**config.mk**
```make
export PLATFORM = sky130hd
export DESIGN_NAME = flappy_game_sequencer
export DESIGN_NICKNAME = d
export VERILOG_FILES = /design/src/rtl/flappy_game_sequencer_pkg.sv /design/src/rtl/flappy_game_sequencer_pipe_lane.sv /design/src/rtl/flappy_game_sequencer.sv
export SDC_FILE = /design/constraint.sdc
export NUM_CORES = 1
export LEC_CHECK = 0
export CAP_MARGIN = 30
export CORE_MARGIN = 1
export CORE_UTILIZATION = 62
export DETAILED_ROUTE_END_ITERATION = 10
export PLACE_DENSITY = 0.95
export SETUP_SLACK_MARGIN = 0.3
export SKIP_LAST_GASP = 1
export SYNTH_ARGS = -nofsm -noshare
export SYNTH_HDL_FRONTEND = slang
export SYNTH_SLANG_ARGS = --single-unit
```
**constraint.sdc**
```tcl
create_clock -name clk -period 5.7 [get_ports clk]
set_input_delay 1.425 -clock clk [delete_from_list [all_inputs] [get_ports clk]]
set_output_delay 1.425 -clock clk [all_outputs]
set_load 0.01 [all_outputs]
```
**src/rtl/flappy_game_sequencer_pkg.sv**
```systemverilog
// flappy_game_sequencer_pkg: round states plus screen and pipe geometry shared with the renderer
package flappy_game_sequencer_pkg;
    typedef enum logic [1:0] {IDLE = 2'd0, RUN = 2'd1, DEAD = 2'd2, OVER = 2'd3} state_e;
    localparam logic [10:0] H_MIN        = 11'd144;
    localparam logic [10:0] GROUND_Y     = 11'd514;
    localparam logic [10:0] PIPE_W       = 11'd40;
    localparam logic [10:0] PIPE_SPACING = 11'd400;
    localparam logic [10:0] PIPE_X0      = 11'd784;
    localparam logic [10:0] PIPE_SPEED   = 11'd2;
    localparam logic [10:0] GAP_H        = 11'd120;
    localparam logic [9:0]  GAP_BASE     = 10'd75;
    localparam logic [9:0]  GAP_INIT     = GAP_BASE + 10'd60;
    localparam logic [10:0] BIRD_HALF    = 11'd5;
    localparam logic [5:0]  DEAD_TICKS   = 6'd60;
endpackage

```
**src/rtl/flappy_game_sequencer_pipe_lane.sv**
```systemverilog
// flappy_game_sequencer_pipe_lane: one scrolling pipe with gap, wrap, passed flag and bird hit/pass detect
module flappy_game_sequencer_pipe_lane
    import flappy_game_sequencer_pkg::*;
#(
    parameter logic [10:0] X_INIT = PIPE_X0
) (
    input  logic        clk,
    input  logic        rst,
    input  logic        init_i,
    input  logic        move_i,
    input  logic [7:0]  lfsr_i,
    input  logic [9:0]  bird_x_i,
    input  logic [9:0]  bird_y_i,
    output logic [10:0] x_o,
    output logic [9:0]  gap_o,
    output logic        hit_o,
    output logic        pass_o
);
    logic [10:0] x_q, x_d, bx, by, gy;
    logic [9:0]  gap_q, gap_d;
    logic        passed_q, passed_d, wrap;

    always_comb begin
        bx = {1'b0, bird_x_i};
        by = {1'b0, bird_y_i};
        gy = {1'b0, gap_q};
        wrap = x_q < H_MIN + PIPE_SPEED;
        // bird half-size is moved onto the pipe side of each compare so nothing underflows
        hit_o = (bx + BIRD_HALF >= x_q) && (bx <= x_q + PIPE_W - 11'd1 + BIRD_HALF)
             && ((by < gy + BIRD_HALF) || (by > gy + GAP_H - 11'd1 - BIRD_HALF));
        pass_o = !passed_q && (x_q + PIPE_W - 11'd1 + BIRD_HALF < bx);
        x_d = init_i ? X_INIT : !move_i ? x_q
            : wrap ? x_q - PIPE_SPEED + (PIPE_SPACING << 1) : x_q - PIPE_SPEED;
        gap_d = init_i ? GAP_INIT : (move_i && wrap) ? GAP_BASE + {2'b0, lfsr_i} : gap_q;
        passed_d = init_i ? 1'b0 : !move_i ? passed_q : wrap ? 1'b0 : passed_q | pass_o;
        x_o = x_q;
        gap_o = gap_q;
    end

    always_ff @(posedge clk or posedge rst) begin
        if (rst) begin
            x_q <= X_INIT;
            gap_q <= GAP_INIT;
            passed_q <= 1'b0;
        end else begin
            x_q <= x_d;
            gap_q <= gap_d;
            passed_q <= passed_d;
        end
    end
endmodule

```
**src/rtl/flappy_game_sequencer.sv**
```systemverilog
// flappy_game_sequencer: round FSM, gap LFSR, collision and score keeping around two pipe lanes
module flappy_game_sequencer
    import flappy_game_sequencer_pkg::*;
(
    input  logic        clk,
    input  logic        rst,
    input  logic        flap,
    input  logic [9:0]  bird_x,
    input  logic [9:0]  bird_y,
    output logic [10:0] pipe0_x,
    output logic [9:0]  pipe0_gap,
    output logic [10:0] pipe1_x,
    output logic [9:0]  pipe1_gap,
    output logic [7:0]  score,
    output logic [7:0]  hi_score,
    output logic [1:0]  state,
    output logic        bird_hold,
    output logic        bird_reinit,
    output logic        game_over
);
    state_e      state_q;
    logic [7:0]  lfsr_q, score_q, hi_q;
    logic [5:0]  cnt_q;
    logic        flap_q, hold_q, reinit_q, over_q;
    logic        flap_rise, crash, init, move, hit0, hit1, pass0, pass1;
    logic [8:0]  sum;

    always_comb begin
        flap_rise = flap & ~flap_q;
        crash = ({1'b0, bird_y} >= GROUND_Y) || hit0 || hit1;
        init = (state_q == OVER) && flap_rise;
        move = (state_q == RUN) && !crash;
        sum = {1'b0, score_q} + {8'b0, pass0} + {8'b0, pass1};
    end

    flappy_game_sequencer_pipe_lane #(.X_INIT(PIPE_X0)) u_lane0 (
        .clk(clk), .rst(rst), .init_i(init), .move_i(move), .lfsr_i(lfsr_q),
        .bird_x_i(bird_x), .bird_y_i(bird_y), .x_o(pipe0_x), .gap_o(pipe0_gap),
        .hit_o(hit0), .pass_o(pass0)
    );

    flappy_game_sequencer_pipe_lane #(.X_INIT(PIPE_X0 + PIPE_SPACING)) u_lane1 (
        .clk(clk), .rst(rst), .init_i(init), .move_i(move), .lfsr_i(lfsr_q),
        .bird_x_i(bird_x), .bird_y_i(bird_y), .x_o(pipe1_x), .gap_o(pipe1_gap),
        .hit_o(hit1), .pass_o(pass1)
    );

    always_ff @(posedge clk or posedge rst) begin
        if (rst) begin
            state_q <= IDLE;
            lfsr_q <= 8'hA5;
            score_q <= 8'd0;
            hi_q <= 8'd0;
            cnt_q <= 6'd0;
            flap_q <= 1'b0;
            hold_q <= 1'b1;
            reinit_q <= 1'b0;
            over_q <= 1'b0;
        end else begin
            flap_q <= flap;
            // free-running so the moment the player starts picks the gap sequence
            lfsr_q <= {lfsr_q[6:0], lfsr_q[7] ^ lfsr_q[5] ^ lfsr_q[4] ^ lfsr_q[3]};
            reinit_q <= init;
            case (state_q)
                IDLE: if (flap_rise) begin
                    state_q <= RUN;
                    hold_q <= 1'b0;
                end
                RUN: if (crash) begin
                    state_q <= DEAD;
                    hold_q <= 1'b1;
                    over_q <= 1'b1;
                    cnt_q <= 6'd0;
                    hi_q <= (score_q > hi_q) ? score_q : hi_q;
                end else begin
                    score_q <= sum[8] ? 8'hFF : sum[7:0];
                end
                DEAD: if (cnt_q == DEAD_TICKS - 6'd1) state_q <= OVER;
                      else cnt_q <= cnt_q + 6'd1;
                OVER: if (flap_rise) begin
                    state_q <= IDLE;
                    score_q <= 8'd0;
                    over_q <= 1'b0;
                end
            endcase
        end
    end

    assign score = score_q;
    assign hi_score = hi_q;
    assign state = state_q;
    assign bird_hold = hold_q;
    assign bird_reinit = reinit_q;
    assign game_over = over_q;
endmodule

```
==> run metrics <==
outcome=completed; CP max stage delay=approximately 0.54 ns; Int Power=2.10 mW; largest net degree at the start of global routing=43; total CTS buffers=9; Psw=1.81 mW; Finished Core Util=73.8%; delay-heaviest family, CP=compound AO/OA/AOI/OAI gates; kind of critical path=in2reg; ANT cells=0; WL final=approximately 18 mm; Fillers=between 700 and 800; final-stage net count=~1000; Die Area=0.0120 mm²; max-slew violations=0; sequential element share of the synthesized area=roughly 27%; ANT nets after route=0; clk_lat worst skew=0.34 ns; DR pass1 iterations=5; crit-path max FO=14; root buffer cell=clkbuf_16; per-cell routed wire length=approximately 18 µm; Hold Path Class=reg2reg; uppermost layer routed=met4; Post-Synthesis Cells=roughly 800; CP required=roughly 5.9 ns; DR iter-0 viols=about 670; RSZ-0062 raised after global routing=false; Post-CTS Setup Repair Bufs=0; sw frac=between 40% and 50%; CP Buf/Inv Count=2; IR drop worst, VDD=between 0.2 and 0.25 mV; Slowest-stage cell, CP=clkdlybuf4s50_1; Final Hold Viols=0; Sequential Power Share=approximately 27%; Yosys warning total=0; min Tclk post-route=~5 ns; initial antenna violation count=0; routed vias/inst=~6.5; hpwl dp=between 10 and 15 mm; Hold Buf Count CTS=0; min-delay src=lfsr_q[1]$_DFF_PP0_; Post-synth EDFFs=0; routed wl met3=between 1.5 and 2 mm; setup total negative slack=0 ns; Worst Path Arrival=about 5.3 ns; Seq cells post-synth=76; drt drc=0; share of layout cells above drive strength 1=7.12%; vias in the first global route=roughly 6400; TritonCTS clock tree=yes; Buffers on Ports=slightly above 80; worst r2r src=u_lane1.x_o[4]$_DFFE_PP0P_; commonest cells after routing, fill and taps aside=108 x ha_1, 81 x clkdlybuf4s50_1, 62 x nor2_1, 59 x inv_1, 57 x dfrtp_1; core footprint=roughly 0.011 mm²; syn avg cell area=just under 9 µm²; fin crit share=between 80% and 90%; commonest non-fill, non-tap cell in the layout=ha_1; Cell Area, Synth=about 0.0072 mm²; setup violators final=0; max_slew headroom=a little under half; CP Capture Type=register; FF+latch area=a little under 0.002 mm²; Clock Tree Buf Depth=2; worst slew pin tran=between 0.8 and 0.9 ns; die width=about 110 µm; Unique masters post-synth=83; Post-synth top flop=dfrtp_1; Clock Pin Slew Worst Setup and Hold Paths=approximately 0.060 ns; combinational share of power=58.9%; row count=38; total gr overflow=0; Clock power frac=between 10 and 15%; Initial Util=roughly two thirds; CTS sink count=between 70 and 80; Static Leak=~3.6 nW; clk_skew=between 0.006 and 0.007 ns; FMAX=a little under 200 MHz; crit start category=primary input; pwr dens=478 mW/mm²; H-tree Lvls=3; DIE HEIGHT=110 µm; Via Count=roughly 6500; global-route wire length before repair=~30 mm; ordered cell list for the critical path=clkdlybuf4s50_1, inv_1, nor4_1, o21ai_0, xnor2_1, ha_1, nand4_1, a211oi_1, o22ai_1, o31a_1, a21boi_4, o311a_1, mux2_1; Resized Gates After CTS=0; Setup crit start=bird_x[6]; MaxCap Viol Count=0; asr flop ratio synth=100%; WL met2=roughly 8.4 mm; RD Place Congestion=between 0.9 and 1; M1 WL=7.86 mm; I/O Pins=86; area of the multi-input gates=0.00473 mm²; Global Route Usage Sum=approximately a third; area delta synth->final=14.0%
synthesized netlist by cell type (13+ instances only):
cell / instances / area share, %
inv_1: 60 / 3.1
ha_1: 108 / 19
o211ai_1: 13 / 1.4
nor2_1: 62 / 3.2
clkbuf_1: 22 / 1.2
nand3_1: 45 / 3.1
nor3_1: 15 / 1.0
dfstp_2: 19 / 7.0
nand4_1: 15 / 1.3
a21oi_1: 43 / 3.0
dfrtp_1: 57 / 20
xor2_1: 15 / 1.8
o21ai_0: 54 / 3.8
nand2_1: 44 / 2.3
xnor2_1: 54 / 6.6
per-layer routing:
layer | global-route usage (%) | vias up
met5 | 0 | -
met4 | 14.3 | 0
met3 | 7.29 | 62
met2 | 51.3 | 323
met1 | 42.0 | 3125
li1 | - | 3022
sequential cells by signal, summed over array words and instances, names as in the netlist:
| name | cells |
|---|---|
| u_lane0.x_o | 10 |
| u_lane1.x_o | 10 |
| u_lane0.gap_o | 9 |
| u_lane1.gap_o | 9 |
| hi_score | 8 |
| lfsr_q | 8 |
| score | 8 |
| cnt_q | 6 |
| state | 2 |
| bird_hold | 1 |
| bird_reinit | 1 |
| flap_q | 1 |
| game_over | 1 |
| u_lane0.passed_q | 1 |
| u_lane1.passed_q | 1 |
layout make-up:
type,count,share of cell area (%)
Multi-Input combinational cell,635,57.8
Sequential cell,76,23.6
Timing Repair Buffer,84,10.2
Clock buffer,11,3.09
Inverter,60,2.76
Tap cell,140,2.14
Clock inverter,5,0.444
final timing paths:
| check | depth (start not counted) | end | slack, ns |
|---|---|---|---|
| max in group asynchronous | 3 | lfsr_q[0]$_DFF_PP1_ | 3.17 |
| min | 0 | lfsr_q[2]$_DFF_PP1_ | 0.40 |
| max reg2reg | 19 | score[2]$_DFFE_PP0P_ | 1.11 |
| max | 13 | hi_score[0]$_DFFE_PP0P_ | 0.66 |
| min reg2reg | 0 | lfsr_q[2]$_DFF_PP1_ | 0.40 |
| min in group asynchronous | 2 | hi_score[5]$_DFFE_PP0P_ | 1.52 |
kinds of logic (layout without fill, tap and decap cells):
logic type      count (synthesis)  count (layout)  share of synthesized area (%)
other cells                     1               4                         0.0523
fa+ha+maj                     109             109                           19.1
simple gates                  243             243                           17.5
mux                            15              15                           2.25
xor+xnor                       69              69                           8.42
flops                          76              76                           26.8
compound gates                195             195                           18.3
buf+inv                       105             160                           7.43
metrics by stage:
step	area (µm²)	total power, mW	hold slack, ns	instances	worst slack, ns
floorplan	7180	2.61	0.370	816	1.56
global placement	7890	3.18	0.389	995	0.499
detailed placement	7890	3.28	0.403	995	0.373
CTS	8170	3.86	0.403	1011	0.715
global route	8170	4.23	0.413	1011	0.395
finish	8170	3.91	0.401	1011	0.659
worst register-to-register path, stage by stage (launching register included):
cell       delay, ns
dfrtp_1         0.54
inv_1           0.16
a21oi_1         0.22
o21ai_0         0.15
or3_1           0.36
xnor2_1         0.14
ha_1            0.29
nand3_1         0.10
nor2_1          0.21
a2111oi_2       0.11
a211oi_2        0.36
nand2b_1        0.16
fa_1            0.45
inv_1           0.08
ha_1            0.20
nand3_1         0.13
nor2_1          0.23
nand3_1         0.22
a31oi_1         0.25
o32a_1          0.18
power groups by stage:
stage / clock [mW] / sequential, mW / combinational [mW]
CTS: 0.550 / 1.04 / 2.27
global route: 0.576 / 1.07 / 2.58
floorplan: 0 / 0.926 / 1.68
finish: 0.552 / 1.05 / 2.30
detailed placement: 0 / 1.04 / 2.24
global placement: 0 / 1.03 / 2.15
(Power assumes the default switching activity.)
